### src/rtl/mmio_timer_responder.sv
// rtl/mmio_timer_responder.sv - memory-mapped prescaled 32-bit timer responder on CPU data port 2
module mmio_timer_responder #(
    parameter logic [31:0] BASE_ADDR = 32'h0000_0400,
    parameter int          PRESC_W   = 16
) (
    input  logic        clk,
    input  logic        reset,
    input  logic [31:0] memory_address2,
    input  logic [31:0] memory_wdata2,
    input  logic        memory_write_enable2,
    output logic [31:0] memory_rdata2,
    output logic        hit,
    output logic        irq
);

    localparam logic [PRESC_W-1:0] PCNT_ONE = {{(PRESC_W-1){1'b0}}, 1'b1};

    logic               ctrl_en;
    logic               ctrl_auto_reload;
    logic               ctrl_irq_en;
    logic [PRESC_W-1:0] prescale;
    logic [PRESC_W-1:0] pcnt;
    logic [31:0]        count;
    logic [31:0]        compare;
    logic               match;

    logic [2:0]  offset;
    logic        wr;
    logic        wr_ctrl, wr_presc, wr_count, wr_compare, wr_status;
    logic        tick;
    logic [31:0] count_nxt;
    logic        cmp_hit;
    logic        match_set;

    assign hit    = (memory_address2[31:5] == BASE_ADDR[31:5]) && (memory_address2[1:0] == 2'b00);
    assign offset = memory_address2[4:2];
    assign wr     = hit && memory_write_enable2;

    assign wr_ctrl    = wr && (offset == 3'd0);
    assign wr_presc   = wr && (offset == 3'd1);
    assign wr_count   = wr && (offset == 3'd2);
    assign wr_compare = wr && (offset == 3'd3);
    assign wr_status  = wr && (offset == 3'd4);

    assign tick      = ctrl_en && (pcnt == prescale);
    assign count_nxt = count + 32'd1;
    assign cmp_hit   = (count_nxt == compare);
    // A CPU write to COUNT suppresses both the increment and the match check
    assign match_set = tick && !wr_count && cmp_hit;

    assign irq = match && ctrl_irq_en;

    always_comb begin
        memory_rdata2 = 32'd0;
        if (hit) begin
            case (offset)
                3'd0: memory_rdata2[2:0] = {ctrl_irq_en, ctrl_auto_reload, ctrl_en};
                3'd1: memory_rdata2[PRESC_W-1:0] = prescale;
                3'd2: memory_rdata2 = count;
                3'd3: memory_rdata2 = compare;
                3'd4: memory_rdata2[0] = match;
                default: memory_rdata2 = 32'd0;
            endcase
        end
    end

    always_ff @(posedge clk or negedge reset) begin
        if (!reset) begin
            ctrl_en          <= 1'b0;
            ctrl_auto_reload <= 1'b0;
            ctrl_irq_en      <= 1'b0;
            prescale         <= '0;
            pcnt             <= '0;
            count            <= 32'd0;
            compare          <= 32'hFFFF_FFFF;
            match            <= 1'b0;
        end else begin
            if (wr_ctrl) begin
                ctrl_en          <= memory_wdata2[0];
                ctrl_auto_reload <= memory_wdata2[1];
                ctrl_irq_en      <= memory_wdata2[2];
            end
            if (wr_presc) begin
                prescale <= memory_wdata2[PRESC_W-1:0];
            end
            if (wr_compare) begin
                compare <= memory_wdata2;
            end

            if (wr_ctrl || wr_presc || !ctrl_en || tick) begin
                pcnt <= '0;
            end else begin
                pcnt <= pcnt + PCNT_ONE;
            end

            if (wr_count) begin
                count <= memory_wdata2;
            end else if (tick) begin
                count <= (cmp_hit && ctrl_auto_reload) ? 32'd0 : count_nxt;
            end

            // Set has priority over write-one-to-clear
            match <= match_set || (match && !(wr_status && memory_wdata2[0]));
        end
    end

endmodule

### config.mk
export PLATFORM = sky130hd
export DESIGN_NAME = mmio_timer_responder
export DESIGN_NICKNAME = d
export VERILOG_FILES = /design/src/rtl/mmio_timer_responder.sv
export SDC_FILE = /design/constraint.sdc
export NUM_CORES = 1
export LEC_CHECK = 0
export CAP_MARGIN = 20
export CORE_ASPECT_RATIO = 0.5
export CORE_MARGIN = 2
export CORE_UTILIZATION = 40
export CTS_BUF_LIST = sky130_fd_sc_hd__clkbuf_4
export DETAILED_ROUTE_END_ITERATION = 12
export PLACE_DENSITY_LB_ADDON = 0.05
export SLEW_MARGIN = 20
export SYNTH_ARGS = -nofsm -noshare
export SYNTH_HDL_FRONTEND = slang
export SYNTH_SLANG_ARGS = --single-unit
### constraint.sdc
create_clock -name clk -period 8.7 [get_ports clk]
set_clock_uncertainty 0.15 [all_clocks]
set_input_delay 0.87 -clock clk [delete_from_list [all_inputs] [get_ports clk]]
set_output_delay 0.87 -clock clk [all_outputs]
set_load 0.05 [all_outputs]
; After elaboration in Yosys (flattened, before gate mapping)
; Cells that the tools add are included.
[classes]
reduce_logical = 24
muxes = 9
eq_ne = 7
addsub = 2
[op_table]
columns = operator, count
row1 = $mux W32, 4
row2 = $pmux W13 S3, 1
row3 = $add A32 B1 Y32 const B, 1
row4 = $eq A32 B32 Y1, 1
row5 = $pmux W16 S2, 1
row6 = $eq A27 B6 Y1 const B, 1
row7 = $add A16 B1 Y16 const B, 1
row8 = $eq A16 B16 Y1, 1
row9 = $mux W16, 1
row10 = $logic_and A1 B1 Y1, 14
row11 = $pmux W2 S4, 1
row12 = $eq A3 B2 Y1 const B, 2
row13 = $pmux W1 S5, 1
row14 = $logic_or A1 B1 Y1, 4
row15 = $eq A3 B1 Y1 const B, 1
row16 = $eq A3 B3 Y1 const B, 1
row17 = $logic_not A1 Y1, 3
row18 = $logic_not A3 Y1, 1
row19 = $logic_not A2 Y1, 1
row20 = $reduce_bool A2 Y1, 1
[word_totals]
in_bits = 67
regBits = 100
word_cells = 50

; Logic depth before layout (Yosys ltp)
; Gate-level depths: netlist of run 1.
[depth]
word_depth = 8
ltp_mapped = 13
ltp_nobuf = 10

; Least setup slack after synthesis of run 1
; Ideal clock, no wire load.
[synth_timing]
kind = input-to-output
start = input memory_address2[2]
end = output memory_rdata2[21]
slack_ps = 5013
arrival_ps = 2667
path_buffers = 3
path_stages = 6
t_required_ps = 7680
path_cell_list = clkbuf_1 -> nor3b_1 -> clkbuf_1 -> buf_1 -> a22oi_1 -> nor2_1
[synth_via]
elab_chain_len = 3
elab_cells_between_ends = 4
cone_classes = eq/ne: 2 / mux: 2
[synth_lines]
columns = element, line
row1 = "start, declared", 8  ; input logic [31:0] memory_address2,
row2 = $eq A3 B2 Y1, 56  ; case (offset)
row3 = $pmux W16 S2 (*), 56
row4 = $mux W32 (*), 55  ; if (hit) begin
row5 = "end, declared", 11  ; output logic [31:0] memory_rdata2,
; Every way passes the cells marked *; elsewhere a longest branch is shown, timed or not.

; Final worst setup path of run 1
[layout_timing]
start = register count[5]
end = register count[23]
[layout_via]
elab_chain_len = 6
[layout_lines]
columns = element, line
row1 = "start, declared", 23  ; logic [31:0] count;
row2 = "start signal, assigned", 97  ; count <= memory_wdata2;
row3 = "start signal, assigned", 99  ; count <= (cmp_hit && ctrl_auto_reload) ? 32'd0 : count_nxt;
row4 = $add A32 B1 Y32 (*), 46  ; assign count_nxt = count + 32'd1;
row5 = $eq A32 B32 Y1, 47  ; assign cmp_hit = (count_nxt == compare);
row6 = $logic_and A1 B1 Y1, 99
row7 = $mux W32 (*), 99
row8 = $mux W32 (*), 98  ; end else if (tick) begin
row9 = $mux W32 (*), 96  ; if (wr_count) begin
; Every way passes the cells marked *; elsewhere a longest branch is shown, timed or not. The select of a mux whose other input is x is not followed.
; A chain may end at the register's enable or synchronous reset.

==> out/results.ini, run 1 <==
[route]
antenna_left = 0
vias = 6342
first_pass_iters = 7
wl_per_cell_um = 20.4
drc = 0
wl_um = 21800
drt_iter0_drc = 595
viasPerCell = 5.93

[yosys]
synth_top_area_share = 0.246
synth_common_cells = nor2_1, dfrtp_1, mux2_2
netlist_instances = 781
netlist_top_cells_area = dfrtp_1, dfstp_2, mux2_2, nor2_1, xnor2_1
synth_area_leader_cell = dfrtp_1
synth_enable_flop_cells = 0
async_flop_share = 1.00
ys.flop_type = dfrtp_1
synth_nets = 850
ys_seq_area_frac = 0.367
synthMostInstantiatedCell = nor2_1
syn_area_um2 = 6930
ys_types = 66
ys_seq_elements = 100
postSynthAreaPerCell_um2 = 8.87
yosysWarnings = 0

[grt]
grt_pass1_wl_um = 34800
grt_max_degree = 68
grt_antenna_before_repair = 1
gr-total-overflow = 0
grt_pass1_vias = 5896
grtUsageTotal = 0.243

[pwr]
p_leak_nw = 3.12
vdd_drop_max_v = 0.0000669
powerDensity_nw_per_um2 = 97.4
combPwrFrac = 0.078
finalPower_mw = 0.794
cellInternalPower_mw = 0.591
p_seq_frac = 0.587
switching_share = 0.255
clockPowerShare = 0.335
switching_power_mw = 0.203

[setup_path]
cp_slowest_cell = nor2_2
crit_top_cell = nand4_1
r2r-start = count[5]$_DFFE_PN0P_
critPathKind = reg2reg
crit_path_end_kind = register
reg2reg_to = count[23]$_DFFE_PN0P_
rrSetupSlack_ns = 3.59
cp-start-kind = register
required_ns = 8.94
max_stage_delay_ns = 0.93
worstPathMaxFanout = 16
reg2reg_depth = 9
crit_arrival_ns = 5.36
path_cells = nand4_1, nor3_1, nand4_1, a2111o_1, a2111oi_0, nand4_1, nor2_2, a21oi_1, a221o_1

[clocking]
clockBufferDepth = 2
h-tree-depth = 3
cts_sinks = 100
cts_hold_buffers = 0
cts_root_buf = clkbuf_4
cts_tree = yes
path_clk_slew_ns = 0.17
cts_setup_buffers = 0
post_cts_resize_count = 0
numCtsBuffers = 9
clock_latency_ns = 0.51

[cells_and_area]
fin_nets = 904
syn2layout_area_growth_pct = 17.6
fin_area_um2 = 8150
layout-drive-gt1-share = 0.155
instances_no_fill = 1069
final_util = 0.490

[sta]
timing.slew.headroom = 0.307
fmax_mhz = 196
fin_tns_setup_ns = 0
setup_viol = 0
maxSlewViolCount = 0
holdWs_ns = 0.135
hold_violations = 0
tightest_slew_ns = 1.04
min_period_over_period = 0.588
setup_ws_ns = 3.59
grt_setup_unrepaired = no
min_period_ns = 5.11

[floorplanning]
start_util = 0.416
coreArea_um2 = 16600
rows = 33
fp.dieH_um = 97.1
die_w_um = 190
ios = 101
die-area_um2 = 18500

[placement]
placed_area_um2 = 8000
port_buffers = 100
gp_congestion = 0.948
place_inst = 1051
pre_cts_ws_ns = 3.76
hpwl_um = 16000

[worst_hold_path]
hold_class = in2async

[status]
outcome = finished, final reports clean

[flow_run]
cap_viol_max_count = 0

metal layers:
metal,vias up,track usage,wire length (um),part of all wire
li1,2981,-,-,-
met3,17,0.0484,1370,0.063
met5,-,0,0,0
met1,3128,0.387,11200,0.51
met2,216,0.335,8970,0.41
met4,0,0.0477,269,0.012
cells by family after synthesis:
logic type | synth area share
AOI/OAI and AO/OA | 0.147
buffers and inverters | 0.0473
DFF | 0.367
xor gates and xnor gates | 0.0860
muxes | 0.104
and+or+nand+nor | 0.245
adders and majority gates | 0.00361
layout make-up:
cell class / count / area [um2]
antenna: 2 / 5.00
clock buffer: 10 / 75.1
clock inverter: 6 / 70.1
fill: 1624 / 8490
inverter: 16 / 60.1
multi-input combinational: 601 / 4060
sequential: 100 / 2540
tap: 227 / 284
timing repair buffer: 107 / 1050
worst max path at each step:
stage	cells after the start	slack, ns	to	startpoint
after CTS	9	3.70	count[23]$_DFFE_PN0P_	count[5]$_DFFE_PN0P_
final	9	3.59	count[23]$_DFFE_PN0P_	count[5]$_DFFE_PN0P_
after global placement	6	3.88	memory_rdata2[8]	memory_address2[2]
after floorplan	6	5.01	memory_rdata2[21]	memory_address2[2]
after global routing	9	3.16	count[23]$_DFFE_PN0P_	count[5]$_DFFE_PN0P_
after detailed placement	9	3.76	count[23]$_DFFE_PN0P_	count[5]$_DFFE_PN0P_
layout by cell type (no fill, tap or decap), types with 3 or more instances in the layout:
cell             netlist  layout
dfstp_2               32      32
mux2i_1                7       7
nor3_1                23      23
clkbuf_4               0      10
inv_1                 16      16
a21oi_1               30      30
and2_1                 6       6
nand3_1               37      37
a31oi_1                5       5
a22oi_1               36      36
or4_1                  4       4
xor2_1                32      32
or2_2                  4       4
buf_4                  2       8
dfrtp_1               68      68
a221o_1                9       9
and4_1                 8       8
and3_1                18      18
clkdlybuf4s50_1        0      99
a2111oi_0              3       3
o22ai_1                9       9
a21o_1                 6       6
nor2_1                93      93
or3_1                 13      13
nand4_1               26      26
o21ai_0               20      20
o211a_1                4       4
nand3b_1               6       6
mux2_2                58      58
nand2_1               42      42
xnor2_1               36      36
nand4b_1               4       4
nor4_1                17      17
a311oi_1               4       4
power by group through the flow:
stage / Clock [mW] / Sequential, mW / Combinational, mW
2_1_floorplan: 0 / 0.474 / 0.0124
3_3_place_gp: 0 / 0.474 / 0.0626
3_5_place_dp: 0 / 0.474 / 0.0626
4_1_cts: 0.277 / 0.466 / 0.0629
5_1_grt: 0.298 / 0.466 / 0.0679
6_report: 0.266 / 0.466 / 0.0623
state kept, by name, summed over array words and instances, names as in the netlist:
| register | flops |
|---|---|
| compare | 32 |
| ctrl_en | 1 |
| pcnt | 16 |
| match | 1 |
| prescale | 16 |
| count | 32 |
| ctrl_auto_reload | 1 |
| ctrl_irq_en | 1 |
critical path: cells and delay by family (launching register included):
kind            cells  cell delay [ns]
simple gates        5             2.98
flops               1             0.61
compound gates      4             1.24
(Power assumes the default switching activity.)
==> run 2, diff against run 1 <==
Clock period 8.7 ns to 4.3 ns, I/O delays scaled along.
==> run 2 against run 1 <==
Clock power is 110% higher. Final cell count up 2.0%. Sequential power rose by 100%. Global-route usage rose by 0.59 points. First-iteration DRC count is 16% lower. Register-to-register slack worse by 3.1 ns. Sequential share of layout area decreased by 0.36 points. Cell area is 1.2% higher. Fmax increased by 34%. Worst setup slack got worse by 3.1 ns. Core utilization increased by 0.57 points. Combinational power grew 110%. Largest cell class unchanged.
==> out/results.ini, run 2 (synthesis results as in run 1) <==
[cells_and_area]
multiInputGateArea_um2 = 4060  ; unchanged
final_cell_mix = nor2_1, dfrtp_1, clkdlybuf4s50_1
fin_nets = 927  ; +2.5%
largestRegisters = compare: 32 flops, count: 32 flops
antenna_cells = 0  ; -2
layout-drive-gt1-share = 0.212  ; +0.0573
n_fill_cell = 1631  ; +0.43%
fin_area_um2 = 8250  ; +1.2%
seqCellArea_um2 = 2540  ; unchanged
layout_commonest_cell = nor2_1
syn2layout_area_growth_pct = 19.0
final_util = 0.496  ; +0.00572

[route]
viasPerCell = 5.77  ; -2.7%
wl_um = 22500  ; +3.1%
vias = 6291  ; -0.80%
drt_iter0_drc = 501  ; -16%
wl_per_cell_um = 20.6  ; +1.1%
drc = 0  ; unchanged
first_pass_iters = 5  ; -2
antenna_left = 0  ; unchanged

[worst_hold_path]
holdCritStartpoint = memory_wdata2[28]
holdPathStages = 3
hold_end = compare[28]$_DFFE_PN1P_
hold_class = in2reg

[floorplanning]
fp.dieH_um = 97.1  ; unchanged
start_util = 0.416  ; unchanged
rows = 33  ; unchanged
coreArea_um2 = 16600  ; unchanged
ios = 101  ; unchanged
die_w_um = 190  ; unchanged
die-area_um2 = 18500  ; unchanged

[clocking]
clock_latency_ns = 0.50  ; about the same
h-tree-depth = 3  ; unchanged
clockBufferDepth = 2  ; unchanged
cts_sinks = 100  ; unchanged
cts_tree = yes
post_cts_resize_count = 0  ; unchanged
path_clk_slew_ns = 0.18  ; about the same
cts_root_buf = clkbuf_4
numCtsBuffers = 9  ; unchanged

[sta]
maxSlewViolCount = 0  ; unchanged
setup_viol = 0  ; unchanged
fin_tns_setup_ns = 0  ; unchanged
grt_setup_unrepaired = no
timing.slew.headroom = 0.336  ; +0.0295
hold_violations = 0  ; unchanged
fmax_mhz = 263  ; +34%
tightest_slew_ns = 0.996  ; -0.0421 ns
min_period_over_period = 0.885  ; +0.297
setup_ws_ns = 0.496  ; -3.09 ns
min_period_ns = 3.80  ; -1.31 ns

[setup_path]
r2r-start = count[0]$_DFFE_PN0P_
max_stage_delay_ns = 0.58  ; -0.35 ns
worstPathMaxFanout = 9  ; -7
required_ns = 4.57  ; -4.37 ns
critPathTopFamily = simple AND/OR/NAND/NOR gates
crit_arrival_ns = 4.07  ; -1.29 ns
reg2reg_to = count[22]$_DFFE_PN0P_
critPathKind = reg2reg
reg2reg_depth = 11  ; +2
rrSetupSlack_ns = 0.50  ; -3.09 ns
cp_num_buf_inv = 1  ; +1
cp-start-kind = register
startpoint = count[0]$_DFFE_PN0P_
path_cells = ha_1, nand3_1, or4_4, or3_1, a2111oi_0, nor4b_2, nand4_1, buf_4, nor2_1, nand2_1, a21o_1
crit_path_end_kind = register
cp_slowest_cell = or4_4

[grt]
grtUsageTotal = 0.249  ; +0.00592
gr-total-overflow = 0  ; unchanged
grt_pass1_wl_um = 35400  ; +1.9%
grt_max_degree = 75  ; +10%
grt_pass1_vias = 6010  ; +1.9%
grt_antenna_before_repair = 0  ; -1

[status]
outcome = finished, final reports clean

[pwr]
powerDensity_nw_per_um2 = 196  ; +100%
p_seq_frac = 0.582  ; -0.005
switching_share = 0.259  ; +0.00398
p_leak_nw = 3.30  ; +5.5%
vdd_drop_max_v = 0.000144  ; +110%
combPwrFrac = 0.080  ; +0.002
switching_power_mw = 0.420  ; +110%
clockPowerShare = 0.338  ; +0.003
finalPower_mw = 1.62  ; +100%
cellInternalPower_mw = 1.20  ; +100%

[placement]
port_buffers = 100  ; unchanged
hpwl_um = 16900  ; +5.9%
gp_congestion = 1.00  ; +5.4%
placed_area_um2 = 8090  ; +1.1%
pre_cts_ws_ns = 0.550  ; -3.21 ns

[flow_run]
cap_viol_max_count = 0  ; unchanged

-- run 2: area by class of cell --
class                   count  share of cell area
inverters                  16             0.00728
clock inverters             6             0.00880
clock buffers              10             0.00910
well taps                 227              0.0344
multi-input cells         601               0.493
flip-flops and latches    100               0.308
repair buffers            130               0.139
-- run 2: worst max-delay path by stage --
stage                                  endpoint  slack (ns)  cells past startpoint
final                     count[22]$_DFFE_PN0P_        0.50                     11
after global routing      count[22]$_DFFE_PN0P_        0.14                     11
after CTS                 count[22]$_DFFE_PN0P_        0.50                     11
after detailed placement  count[22]$_DFFE_PN0P_        0.55                     11
after global placement    count[22]$_DFFE_PN0P_        0.66                     11
after floorplan            count[3]$_DFFE_PN0P_        0.72                     12
-- run 2: per-stage QoR --
step	std cells	hold WS (ns)
CTS	1090	0.328
global placement	1073	0.368
global route	1090	0.343
finish	1090	0.362
floorplan	781	-0.0156
detailed placement	1073	0.375
-- run 2: routing by layer --
metal  GRT usage  wire [um]  share of wire
met5           0          0              0
met4      0.0382        178         0.0079
met3      0.0455       1280          0.057
met2       0.357       9320           0.41
met1       0.392      11700           0.52
-- run 2: power by group through the flow --
stage / clock network, mW / logic [mW] / registers, mW
floorplan: 0 / 0.0251 / 0.959
global placement: 0 / 0.129 / 0.959
detailed placement: 0 / 0.129 / 0.959
CTS: 0.564 / 0.131 / 0.943
global route: 0.604 / 0.140 / 0.943
finish: 0.548 / 0.129 / 0.943
-- run 2: worst register-to-register path, stage by stage, from the launching register on --
cell       delay [ns]
dfrtp_1          0.52
ha_1             0.28
nand3_1          0.12
or4_4            0.58
or3_1            0.39
a2111oi_0        0.37
nor4b_2          0.26
nand4_1          0.28
buf_4            0.27
nor2_1           0.13
nand2_1          0.16
a21o_1           0.21
-- run 2: what timing repair did --
item,4_1_cts,5_1_grt
endpoints found under the hold margin,52,0
hold buffers,1,0
setup buffers,0,0
